==> src/rtl/axis_ctrl_pkg.sv <==
`default_nettype none
// ============================================================================
//  Module      : axis_ctrl_pkg
//  Description : Shared definitions for the stream-control stages (splitter,
//                merger). Holds the common FSM state encoding so that one
//                controller can decode the state of every stage the same way,
//                plus the default widths used by those stages.
//  Revision    : 1.0 - initial release
// ============================================================================
package axis_ctrl_pkg;

    // State encoding shared with the packet splitter.
    localparam int c_FSM_WIDTH = 2;

    localparam logic [c_FSM_WIDTH-1:0] c_STR = 2'd0;  // idle
    localparam logic [c_FSM_WIDTH-1:0] c_OPE = 2'd1;  // operating
    localparam logic [c_FSM_WIDTH-1:0] c_ERR = 2'd2;  // error
    localparam logic [c_FSM_WIDTH-1:0] c_END = 2'd3;  // done

    // Default widths.
    localparam int c_DEF_DATA_WIDTH = 16;
    localparam int c_DEF_SIDE_WIDTH = 8;
    localparam int c_DEF_PCKT_WIDTH = 32;
    localparam int c_DEF_CNT_WIDTH  = 16;

endpackage
`default_nettype wire

==> src/rtl/axis_register.sv <==
`default_nettype none
// ============================================================================
//  Module      : axis_register
//  Description : AXI-Stream register slice.
//                REG_TYPE = 0 : bypass (wires only)
//                REG_TYPE = 1 : simple pipeline register (ready is combinational)
//                REG_TYPE = 2 : skid buffer (all outputs registered, full rate)
//  Ports       : clk, rst                 - clock, synchronous active-high reset
//                s_axis_*                 - input stream
//                m_axis_*                 - output stream
//  Revision    : 1.0 - initial release
// ============================================================================
module axis_register #(
    parameter int DATA_WIDTH  = 16,
    parameter int KEEP_WIDTH  = 2,
    parameter int LAST_ENABLE = 1,
    parameter int ID_WIDTH    = 1,
    parameter int DEST_WIDTH  = 1,
    parameter int USER_WIDTH  = 1,
    parameter int REG_TYPE    = 2
) (
    input  logic                  clk,
    input  logic                  rst,
    input  logic [DATA_WIDTH-1:0] s_axis_tdata,
    input  logic [KEEP_WIDTH-1:0] s_axis_tkeep,
    input  logic                  s_axis_tvalid,
    output logic                  s_axis_tready,
    input  logic                  s_axis_tlast,
    input  logic [ID_WIDTH-1:0]   s_axis_tid,
    input  logic [DEST_WIDTH-1:0] s_axis_tdest,
    input  logic [USER_WIDTH-1:0] s_axis_tuser,
    output logic [DATA_WIDTH-1:0] m_axis_tdata,
    output logic [KEEP_WIDTH-1:0] m_axis_tkeep,
    output logic                  m_axis_tvalid,
    input  logic                  m_axis_tready,
    output logic                  m_axis_tlast,
    output logic [ID_WIDTH-1:0]   m_axis_tid,
    output logic [DEST_WIDTH-1:0] m_axis_tdest,
    output logic [USER_WIDTH-1:0] m_axis_tuser
);

    // All payload fields travel as one packed word.
    localparam int c_W = DATA_WIDTH + KEEP_WIDTH + 1 + ID_WIDTH + DEST_WIDTH + USER_WIDTH;

    logic [c_W-1:0] w_in;
    logic [c_W-1:0] w_out;
    logic           w_out_valid;
    logic           w_s_ready;

    assign w_in = {s_axis_tdata, s_axis_tkeep, (LAST_ENABLE != 0) ? s_axis_tlast : 1'b0,
                   s_axis_tid, s_axis_tdest, s_axis_tuser};

    assign {m_axis_tdata, m_axis_tkeep, m_axis_tlast, m_axis_tid, m_axis_tdest, m_axis_tuser} = w_out;
    assign m_axis_tvalid = w_out_valid;
    assign s_axis_tready = w_s_ready;

    generate
        if (REG_TYPE > 1) begin : g_skid
            logic [c_W-1:0] r_m_data;
            logic [c_W-1:0] r_t_data;
            logic           r_m_valid;
            logic           r_t_valid;
            logic           r_s_ready;
            logic           w_s_ready_early;

            // Ready for the next cycle: the sink drains us, or the temp slot is
            // free and the output slot will not be filled this cycle.
            assign w_s_ready_early = m_axis_tready | (~r_t_valid & (~r_m_valid | ~s_axis_tvalid));

            always_ff @(posedge clk) begin
                if (rst) begin
                    r_m_valid <= 1'b0;
                    r_t_valid <= 1'b0;
                    r_s_ready <= 1'b0;
                    r_m_data  <= '0;
                    r_t_data  <= '0;
                end else begin
                    r_s_ready <= w_s_ready_early;
                    if (r_s_ready) begin
                        if (m_axis_tready | ~r_m_valid) begin
                            r_m_valid <= s_axis_tvalid;
                            r_m_data  <= w_in;
                        end else begin
                            // Output stalled: park the incoming beat in the skid slot.
                            r_t_valid <= s_axis_tvalid;
                            r_t_data  <= w_in;
                        end
                    end else if (m_axis_tready) begin
                        r_m_valid <= r_t_valid;
                        r_m_data  <= r_t_data;
                        r_t_valid <= 1'b0;
                    end
                end
            end

            assign w_out       = r_m_data;
            assign w_out_valid = r_m_valid;
            assign w_s_ready   = r_s_ready;
        end else if (REG_TYPE == 1) begin : g_simple
            logic [c_W-1:0] r_m_data;
            logic           r_m_valid;

            assign w_s_ready = m_axis_tready | ~r_m_valid;

            always_ff @(posedge clk) begin
                if (rst) begin
                    r_m_valid <= 1'b0;
                    r_m_data  <= '0;
                end else if (w_s_ready) begin
                    r_m_valid <= s_axis_tvalid;
                    r_m_data  <= w_in;
                end
            end

            assign w_out       = r_m_data;
            assign w_out_valid = r_m_valid;
        end else begin : g_bypass
            assign w_out       = w_in;
            assign w_out_valid = s_axis_tvalid;
            assign w_s_ready   = m_axis_tready;
        end
    endgenerate

endmodule
`default_nettype wire

==> src/rtl/axis_packet_merger.sv <==
`default_nettype none
// ============================================================================
//  Module      : axis_packet_merger
//  Description : Merges every pckt_num consecutive fixed-size input packets
//                (pckt_size beats each) into one output packet. Internal tlast
//                is stripped; tlast is regenerated on the last merged beat.
//                Input tlast is optionally checked against the expected packet
//                boundary (CHECK_SIZE). Output goes through a skid buffer.
//  Ports       : clk, rst            - clock, synchronous active-high reset
//                operation_start     - start request (latches pckt_size/num)
//                pckt_size/pckt_num  - beats per packet / packets per merge
//                lock                - freeze request
//                external_error      - force ERR from any state
//                operation_busy      - in OPE state
//                operation_complete  - one-cycle done pulse
//                operation_error     - one-cycle error pulse
//                transmission        - registered m_axis handshake
//                s_axis_* / m_axis_* - input / output AXI-Stream
//  Config      : `AXIS_PACKET_MERGER_LOCK_EN - when defined, lock=1 freezes the
//                FSM and counters and holds s_axis_tready low; when undefined
//                the lock port is ignored.
//  Revision    : 1.0 - initial release
// ============================================================================
module axis_packet_merger
    import axis_ctrl_pkg::*;
#(
    parameter int DATA_WIDTH  = c_DEF_DATA_WIDTH,
    parameter int KEEP_ENABLE = (DATA_WIDTH > 8),
    parameter int KEEP_WIDTH  = KEEP_ENABLE ? (DATA_WIDTH + 7) / 8 : 1,
    parameter int ID_ENABLE   = 0,
    parameter int DEST_ENABLE = 0,
    parameter int USER_ENABLE = 0,
    parameter int ID_WIDTH    = ID_ENABLE   ? c_DEF_SIDE_WIDTH : 1,
    parameter int DEST_WIDTH  = DEST_ENABLE ? c_DEF_SIDE_WIDTH : 1,
    parameter int USER_WIDTH  = USER_ENABLE ? c_DEF_SIDE_WIDTH : 1,
    parameter int PCKT_WIDTH  = c_DEF_PCKT_WIDTH,
    parameter int CNT_WIDTH   = c_DEF_CNT_WIDTH,
    parameter int CHECK_SIZE  = 1
) (
    input  logic                  clk,
    input  logic                  rst,
    input  logic                  operation_start,
    input  logic [PCKT_WIDTH-1:0] pckt_size,
    input  logic [CNT_WIDTH-1:0]  pckt_num,
    input  logic                  lock,
    input  logic                  external_error,
    output logic                  operation_busy,
    output logic                  operation_complete,
    output logic                  operation_error,
    output logic                  transmission,
    input  logic [DATA_WIDTH-1:0] s_axis_tdata,
    input  logic [KEEP_WIDTH-1:0] s_axis_tkeep,
    input  logic                  s_axis_tvalid,
    output logic                  s_axis_tready,
    input  logic                  s_axis_tlast,
    input  logic [ID_WIDTH-1:0]   s_axis_tid,
    input  logic [DEST_WIDTH-1:0] s_axis_tdest,
    input  logic [USER_WIDTH-1:0] s_axis_tuser,
    output logic [DATA_WIDTH-1:0] m_axis_tdata,
    output logic [KEEP_WIDTH-1:0] m_axis_tkeep,
    output logic                  m_axis_tvalid,
    input  logic                  m_axis_tready,
    output logic                  m_axis_tlast,
    output logic [ID_WIDTH-1:0]   m_axis_tid,
    output logic [DEST_WIDTH-1:0] m_axis_tdest,
    output logic [USER_WIDTH-1:0] m_axis_tuser
);

    localparam logic [PCKT_WIDTH-1:0] c_ONE_P = {{(PCKT_WIDTH-1){1'b0}}, 1'b1};
    localparam logic [CNT_WIDTH-1:0]  c_ONE_C = {{(CNT_WIDTH-1){1'b0}}, 1'b1};

    // ------------------------------------------------------------------------
    // Registers
    // ------------------------------------------------------------------------
    logic [c_FSM_WIDTH-1:0] r_state;
    logic [PCKT_WIDTH-1:0]  r_size_m1;
    logic [CNT_WIDTH-1:0]   r_num_m1;
    logic [PCKT_WIDTH-1:0]  r_beat_cnt;
    logic [CNT_WIDTH-1:0]   r_pkt_cnt;
    logic                   r_busy;
    logic                   r_complete;
    logic                   r_error;
    logic                   r_transmission;

    // ------------------------------------------------------------------------
    // Combinational
    // ------------------------------------------------------------------------
    logic [c_FSM_WIDTH-1:0] w_state_nxt;
    logic [PCKT_WIDTH-1:0]  w_size_nxt;
    logic [CNT_WIDTH-1:0]   w_num_nxt;
    logic [PCKT_WIDTH-1:0]  w_beat_nxt;
    logic [CNT_WIDTH-1:0]   w_pkt_nxt;
    logic                   w_lock;
    logic                   w_skid_ready;
    logic                   w_s_ready;
    logic                   w_accept;
    logic                   w_exp_last;
    logic                   w_pkt_last;
    logic                   w_size_err;
    logic                   w_fwd_last;
    logic                   w_start_bad;
    logic [KEEP_WIDTH-1:0]  w_keep_in;
    logic [ID_WIDTH-1:0]    w_id_in;
    logic [DEST_WIDTH-1:0]  w_dest_in;
    logic [USER_WIDTH-1:0]  w_user_in;

`ifdef AXIS_PACKET_MERGER_LOCK_EN
    assign w_lock = lock;
`else
    assign w_lock = 1'b0;
    logic  w_unused_lock;
    assign w_unused_lock = lock;
`endif

    // Disabled sidebands are driven with constants so the skid buffer sees
    // a fixed value and the dead bits fold away.
    assign w_keep_in = (KEEP_ENABLE != 0) ? s_axis_tkeep : {KEEP_WIDTH{1'b1}};
    assign w_id_in   = (ID_ENABLE   != 0) ? s_axis_tid   : '0;
    assign w_dest_in = (DEST_ENABLE != 0) ? s_axis_tdest : '0;
    assign w_user_in = (USER_ENABLE != 0) ? s_axis_tuser : '0;

    assign w_s_ready   = r_busy & w_skid_ready & ~w_lock;
    assign w_accept    = s_axis_tvalid & w_s_ready;
    assign w_exp_last  = (r_beat_cnt == r_size_m1);
    assign w_pkt_last  = (r_pkt_cnt == r_num_m1);
    assign w_size_err  = (CHECK_SIZE != 0) && (s_axis_tlast != w_exp_last);
    assign w_start_bad = (pckt_size == '0) || (pckt_num == '0);

    // Any beat that ends the operation (merge done, size error, forced error)
    // closes the downstream packet so the sink never sees a dangling frame.
    assign w_fwd_last  = w_size_err | (w_exp_last & w_pkt_last) | external_error;

    // Next-state / counter logic.
    always_comb begin
        w_state_nxt = r_state;
        w_size_nxt  = r_size_m1;
        w_num_nxt   = r_num_m1;
        w_beat_nxt  = r_beat_cnt;
        w_pkt_nxt   = r_pkt_cnt;

        if (external_error) begin
            w_state_nxt = c_ERR;
        end else if (!w_lock) begin
            case (r_state)
                c_STR, c_END: begin
                    w_state_nxt = c_STR;
                    if (operation_start) begin
                        if (w_start_bad) begin
                            w_state_nxt = c_ERR;
                        end else begin
                            w_state_nxt = c_OPE;
                            w_size_nxt  = pckt_size - c_ONE_P;
                            w_num_nxt   = pckt_num - c_ONE_C;
                            w_beat_nxt  = '0;
                            w_pkt_nxt   = '0;
                        end
                    end
                end
                c_OPE: begin
                    if (w_accept) begin
                        if (w_size_err) begin
                            w_state_nxt = c_ERR;
                        end else if (w_exp_last && w_pkt_last) begin
                            w_state_nxt = c_END;
                        end else if (w_exp_last) begin
                            w_beat_nxt = '0;
                            w_pkt_nxt  = r_pkt_cnt + c_ONE_C;
                        end else begin
                            w_beat_nxt = r_beat_cnt + c_ONE_P;
                        end
                    end
                end
                c_ERR: begin
                    w_state_nxt = c_STR;
                end
                default: begin
                    w_state_nxt = c_STR;
                end
            endcase
        end
    end

    always_ff @(posedge clk) begin
        if (rst) begin
            r_state        <= c_STR;
            r_size_m1      <= '0;
            r_num_m1       <= '0;
            r_beat_cnt     <= '0;
            r_pkt_cnt      <= '0;
            r_busy         <= 1'b0;
            r_complete     <= 1'b0;
            r_error        <= 1'b0;
            r_transmission <= 1'b0;
        end else begin
            r_state        <= w_state_nxt;
            r_size_m1      <= w_size_nxt;
            r_num_m1       <= w_num_nxt;
            r_beat_cnt     <= w_beat_nxt;
            r_pkt_cnt      <= w_pkt_nxt;
            r_busy         <= (w_state_nxt == c_OPE);
            r_complete     <= (w_state_nxt == c_END);
            r_error        <= (w_state_nxt == c_ERR);
            r_transmission <= m_axis_tvalid & m_axis_tready;
        end
    end

    assign operation_busy     = r_busy;
    assign operation_complete = r_complete;
    assign operation_error    = r_error;
    assign transmission       = r_transmission;
    assign s_axis_tready      = w_s_ready;

    // ------------------------------------------------------------------------
    // Output stage: skid buffer, one cycle of latency, full throughput.
    // ------------------------------------------------------------------------
    axis_register #(
        .DATA_WIDTH  (DATA_WIDTH),
        .KEEP_WIDTH  (KEEP_WIDTH),
        .LAST_ENABLE (1),
        .ID_WIDTH    (ID_WIDTH),
        .DEST_WIDTH  (DEST_WIDTH),
        .USER_WIDTH  (USER_WIDTH),
        .REG_TYPE    (2)
    ) u_out_reg (
        .clk           (clk),
        .rst           (rst),
        .s_axis_tdata  (s_axis_tdata),
        .s_axis_tkeep  (w_keep_in),
        .s_axis_tvalid (w_accept),
        .s_axis_tready (w_skid_ready),
        .s_axis_tlast  (w_fwd_last),
        .s_axis_tid    (w_id_in),
        .s_axis_tdest  (w_dest_in),
        .s_axis_tuser  (w_user_in),
        .m_axis_tdata  (m_axis_tdata),
        .m_axis_tkeep  (m_axis_tkeep),
        .m_axis_tvalid (m_axis_tvalid),
        .m_axis_tready (m_axis_tready),
        .m_axis_tlast  (m_axis_tlast),
        .m_axis_tid    (m_axis_tid),
        .m_axis_tdest  (m_axis_tdest),
        .m_axis_tuser  (m_axis_tuser)
    );

endmodule
`default_nettype wire

==> config.mk <==
export PLATFORM = sky130hd
export DESIGN_NAME = axis_packet_merger
export DESIGN_NICKNAME = d
export VERILOG_FILES = /design/src/rtl/axis_ctrl_pkg.sv /design/src/rtl/axis_register.sv /design/src/rtl/axis_packet_merger.sv
export SDC_FILE = /design/constraint.sdc
export NUM_CORES = 1
export LEC_CHECK = 0
export CORE_MARGIN = 1.5
export CORE_UTILIZATION = 55
export DETAILED_ROUTE_END_ITERATION = 8
export PLACE_DENSITY = 0.79
export SLEW_MARGIN = 40
export SYNTH_ARGS = -nofsm -noshare
export SYNTH_HDL_FRONTEND = slang
export SYNTH_SLANG_ARGS = --single-unit
==> constraint.sdc <==
create_clock -name clk -period 2.8 [get_ports clk]
set_input_delay 0.56 -clock clk [delete_from_list [all_inputs] [get_ports clk]]
set_output_delay 0.56 -clock clk [all_outputs]
set_load 0.02 [all_outputs]
* Word level (Yosys, flattened, before mapping)
Index checks and enable logic that the tools add are counted.
** Operators by class
- Multiplexer cells :: 30
- Order comparisons :: 0
- Reduce and logical (&&, ||, !) cells :: 14
- $add $sub $neg :: 4
- Div/mod/pow operators :: 0
- Multiply operators :: 0
- Shifts and indexed selects :: 0
- Bitwise logic cells :: 16
- Equal/unequal tests :: 17
** Operator list (number)
- 32-bit 2-to-1 mux :: 6
- 16-bit 2-to-1 mux :: 6
- 22-bit 2-to-1 mux :: 3
- 32-bit one-hot mux with 2 select lines :: 1
- 32-bit by 1-bit adder with 32-bit output, second input constant :: 1
- 32-bit == test :: 1
- 32-bit logical NOT :: 1
- 16-bit one-hot mux with 2 select lines :: 1
- 32-bit by 1-bit subtractor with 32-bit output, second input constant :: 1
- 16-bit by 1-bit adder with 16-bit output, second input constant :: 1
- 16-bit == test :: 1
- 16-bit logical NOT :: 1
- 16-bit by 1-bit subtractor with 16-bit output, second input constant :: 1
- 2-bit inequality test, second input constant :: 7
- 2-bit 2-to-1 mux :: 6
- 2-bit == test, second input constant :: 4
- 8-bit AND reduction :: 1
- 7-bit AND reduction :: 1
- 1-bit 2-to-1 mux :: 6
- 1-bit inverter :: 6
- 2-bit one-hot mux with 3 select lines :: 1
- 2-bit AND reduction :: 3
- 1-bit bitwise AND :: 5
- 1-bit OR :: 5
- 9 further kinds :: 11
** Storage, ports and cells
- Memory bits (writable) :: 0
- Output and inout port bits :: 28
- Memories :: 0
- Bits of input ports :: 77
- Bits in read-only memories :: 0
- Latch bits :: 0
- Bits in registers :: 146
- Logic and storage cells :: 95

* Longest topological paths before layout
- Depth after elaboration :: 8
- Gate-level depth with buffers :: 11
- Mapped depth without buffers :: 9

* Hierarchy
Synthesis repeated with hierarchy kept, for this count alone.
** Unflattened totals
- Cells, all modules :: 948
- Area, all modules :: 8124.0 µm²
** By module, submodules not included
- axis_packet_merger :: seq. area each 2042.0 µm², cells each 708, instances 1, area an instance 5819.3 µm²
- axis_register :: seq. area each 940.9 µm², cells each 240, instances 1, area an instance 2304.7 µm²

* Worst setup path before layout
OpenSTA, ideal clock, no wires.
- Path type :: register to register
- Start :: reg r_state[0]
- End :: reg r_beat_cnt[21]
- Setup time :: 59 ps
- Stages on the path, launching flop included :: 10
- Arrival time :: 2405 ps
- Data required time :: 2741 ps
- Path slack :: 336 ps
- Path buffers :: 1
- Period minus slack after synthesis :: 2464 ps
- Path through :: dfxtp_1 ha_1 inv_1 nor2_1 a2111oi_4 o21ai_2 or3_1 buf_2 or4_1 nand2_1
** On the way
- Longest elaborated chain between the ends :: 4
- Elaborated cells between the ends (all ways) :: 12
- Classes of those cells :: 7 x eq/ne; 1 x mux; 4 x reduce/logical
** Ends and longest elaborated chain
- from (decl) :: RTL line axis_packet_merger.sv:75 : logic [c_FSM_WIDTH-1:0] r_state;
- from (signal assigned) :: RTL line axis_packet_merger.sv:185 : r_state <= c_STR;
- from (signal assigned) :: RTL line axis_packet_merger.sv:195 : r_state <= w_state_nxt;
- 2-bit == test / 2-bit logical NOT (equally long branches) :: RTL line axis_packet_merger.sv:144 : case (r_state)
- 2-bit OR reduction :: RTL line axis_packet_merger.sv:144
- 2-bit inequality test (no source line) / 2-bit nonzero test (equally long branches)
- 7-bit AND reduction (no source line)
- to (signal assigned) :: RTL line axis_packet_merger.sv:198 : r_beat_cnt <= w_beat_nxt;
- to (decl) :: RTL line axis_packet_merger.sv:78 : logic [PCKT_WIDTH-1:0] r_beat_cnt;
Several ways; a longest one is shown, not always the timed one.
A chain may end at the register's enable or synchronous reset.

* Final worst setup path
- Start :: in pckt_num[0]
- End :: reg r_beat_cnt[31]
** On the way
- Longest elaborated chain between the ends :: 4
** Ends and longest elaborated chain
- from (decl) :: RTL line axis_packet_merger.sv:44 : input logic [CNT_WIDTH-1:0] pckt_num,
- 16-bit logical NOT :: RTL line axis_packet_merger.sv:127 : assign w_start_bad = (pckt_size == '0) || (pckt_num == '0);
- 1-bit logical OR :: RTL line axis_packet_merger.sv:127
- 2-bit inequality test (no source line)
- 7-bit AND reduction (no source line)
Every way passes these cells.

==> qor.csv <==
metric,value,unit
status,completed,
Crit Path Max Fanout,18,
#FFs+latches synth,143,
cts bufs inserted,17,
nets,1151,
clock share of power,42.5,%
Worst IR Drop VDD,0.409,mV
Post-synth ARST share,0,%
Setup CP Type,in2reg,
Worst Hold Class,reg2reg,
DRC,0,
Synth Area per Inst,8.26,um^2
# diodes,0,
placed cells,1220,
Clock Latency Late Sink,0.43,ns
sw power,1.27,mW
fraction of layout cells with a size suffix above 1,14.8,%
sequential power share,43.0,%
Site Rows,42,
DR vias/cell,5.64,
Max Cap Viol,0,
Post-Syn Instances,892,
Die Ht,119,um
hold_buf cts,0,
Pint,3.75,mW
Worst Setup Start Kind,input pin,
post-route minimum period,2.65,ns
fin crit share,94.5,%
Fmax,0.378,GHz
CTS root buf,clkbuf_16,
switching share of power,25.2,%
Final Non-Filler Cells,1255,
die area,14100,um^2
die width,119,um
"Reg clk slew, reported paths",0.06,ns
unrepaired setup endpoints after global routing,false,
library cells used by synthesis,60,
Synth Warn #,0,
Final Hold Viols,0,
final setup fails,0,
Detailed Routing Iterations Pass 1,5,
Post-Syn Area,7370,um^2
Area contributors post-synth,"dfxtp_1, a211oi_1, nor2_1, xor2_1, xnor2_1",
worst setup margin,0.155,ns
# port buffers,97,
Layout area overhead,33.0,%
htree depth,4,
"area leader, netlist",dfxtp_1,
Routed WL per cell,15.1,um
Post-synth top flop,dfxtp_1,
Post-DP HPWL,13.7,mm
# IOs,105,
grt total ovfl,0,
top cell type's share of synthesized area,38.9,%
Pwr Density,512,nW/um^2
largest net degree at the start of global routing,62,
Worst EP arrival,3.00,ns
sequential cell area fraction in the yosys report,38.9,%
number of synthesized flops with an enable pin,0,
slew margin rel.,52.9,%
CP required,3.15,ns
Clock Path Buffers,2,
Placed Area,9160,um^2
P_leak,3.64,nW
total core area,13100,um^2
CP endpoint kind,flip-flop,
clock sink count,143,
vias in the first global route,6599,
worst hold-check slack,0.452,ns
initial antenna violation count,0,
DRT antenna net count,0,
vias,7076,
pre-CTS WS,-0.350,ns
final WL,19.0,mm
Starting Density,56.1,%
DRT iter0 DRCs,378,
combinational share of power,14.6,%
worst-margin pin slew,0.695,ns
design area,9800,um^2
final-report max-slew violation count,0,
Placer Congestion,0.918,
gr usage total,27.4,%
clock skew,0.00895,ns
CTS tree,yes,
global-route wire length before repair,31.3,mm
## area by class of cell
cell class / instances / area, um^2
well taps: 176 / 220
flip-flops and latches: 143 / 2860
repair buffers: 205 / 1800
fillers: 998 / 3340
multi-input cells: 685 / 4300
inverters: 15 / 56.3
clock inverters: 10 / 88.8
clock buffers: 21 / 470
## kinds of logic (layout without fill, tap and decap cells)
family | Yosys count | after routing | share of synthesized area [%]
simple gates | 366 | 366 | 23.8
compound gates | 192 | 192 | 18.2
buf+inv | 66 | 251 | 3.65
mux | 19 | 19 | 2.58
other cells | 1 | 3 | 0.0509
fa+ha+maj | 7 | 7 | 1.19
xor+xnor | 98 | 98 | 11.6
flops | 143 | 143 | 38.9
## cell usage in the layout (no fill, tap or decap), types with 7 or more instances in the layout
cell type,count
o31ai_1,7
inv_1,14
mux2i_1,19
xnor2_1,48
nor2_1,128
buf_4,107
nand4_1,18
or3_1,9
and3_1,8
nand2b_1,8
nand2_1,80
clkdlybuf4s50_1,96
xor2_1,50
nor3_1,30
o211ai_1,8
a211oi_1,68
nor4_1,19
a21oi_1,43
o21ai_0,20
dfxtp_1,143
nand3_1,27
clkbuf_16,17
## synthesized netlist by cell type, types with 3 or more instances
cell type,instances
nor4_2,3
ha_1,7
nor4_1,23
nand3b_1,6
o21ai_1,3
o31a_1,3
o31ai_1,7
clkbuf_1,35
nor3_1,30
a21oi_1,43
and2_1,4
or3_1,9
a41oi_1,3
inv_1,14
nand2_1,80
nand2b_1,8
a211oi_1,68
nand3_1,27
dfxtp_1,143
a21o_1,5
a311oi_1,3
a31o_2,4
xor2_1,50
a31oi_1,4
o41ai_1,3
or4_1,6
nand4_1,18
nor2b_1,3
and3_1,8
mux2i_1,19
nor2_1,128
xnor2_1,48
buf_4,3
buf_2,8
and4_1,3
buf_1,5
o211ai_1,8
o21ai_0,20
nor3b_1,5
## metrics by stage
stage | setup TNS, ns | utilization [%] | power, mW
after floorplan | 0 | - | 2.55
after global placement | -9.72 | 69.7 | 2.88
after detailed placement | -15.50 | 69.7 | 2.90
after CTS | 0 | 74.0 | 5.02
after global routing | 0 | 74.6 | 5.20
final | 0 | 74.6 | 5.02
## registers in the layout, summed over array words and instances (netlist names), 2 cells and up
register / flops
r_state: 2
r_beat_cnt: 32
r_size_m1: 32
r_pkt_cnt: 16
u_out_reg.g_skid.r_m_data: 19
r_num_m1: 16
u_out_reg.g_skid.r_t_data: 19
## critical path, stage by stage
cell and delay (ns):
clkdlybuf4s50_1 0.47, inv_1 0.06, ha_1 0.18, nor4b_1 0.13
nand3_1 0.09, o32a_1 0.28, o21a_1 0.22, o31ai_2 0.10
buf_4 0.21, or4_1 0.52, a21oi_1 0.15
## routing by layer
| metal | routed length [um] | global-route usage (%) |
|---|---|---|
| met5 | 0 | 0 |
| met4 | 337 | 8.13 |
| met3 | 953 | 4.97 |
| met2 | 8890 | 46.2 |
| met1 | 8800 | 35.8 |
## power groups by stage
stage	clock network, mW	logic, mW	registers, mW
finish	2.13	0.731	2.16
global route	2.24	0.793	2.16
CTS	2.15	0.710	2.16
detailed placement	0	0.702	2.20
global placement	0	0.686	2.20
floorplan	0	0.340	2.21
## repair_timing
item | in CTS | in global routing
endpoints found under the setup margin | 0 | 15
setup buffers | 0 | 4
gates resized for setup | 0 | 8
## final timing paths
| check | start | end | slack (ns) | depth (start not counted) |
|---|---|---|---|---|
| setup / recovery | pckt_num[0] | r_beat_cnt[31] | 0.15 | 11 |
| hold / removal | u_out_reg.g_skid.r_t_data[9] | u_out_reg.g_skid.r_t_data[9] | 0.45 | 2 |
| setup reg to reg | r_state[0] | r_beat_cnt[31] | 0.17 | 9 |
| hold reg to reg | u_out_reg.g_skid.r_t_data[9] | u_out_reg.g_skid.r_t_data[9] | 0.45 | 2 |
Power figures use the tool's default switching activity.
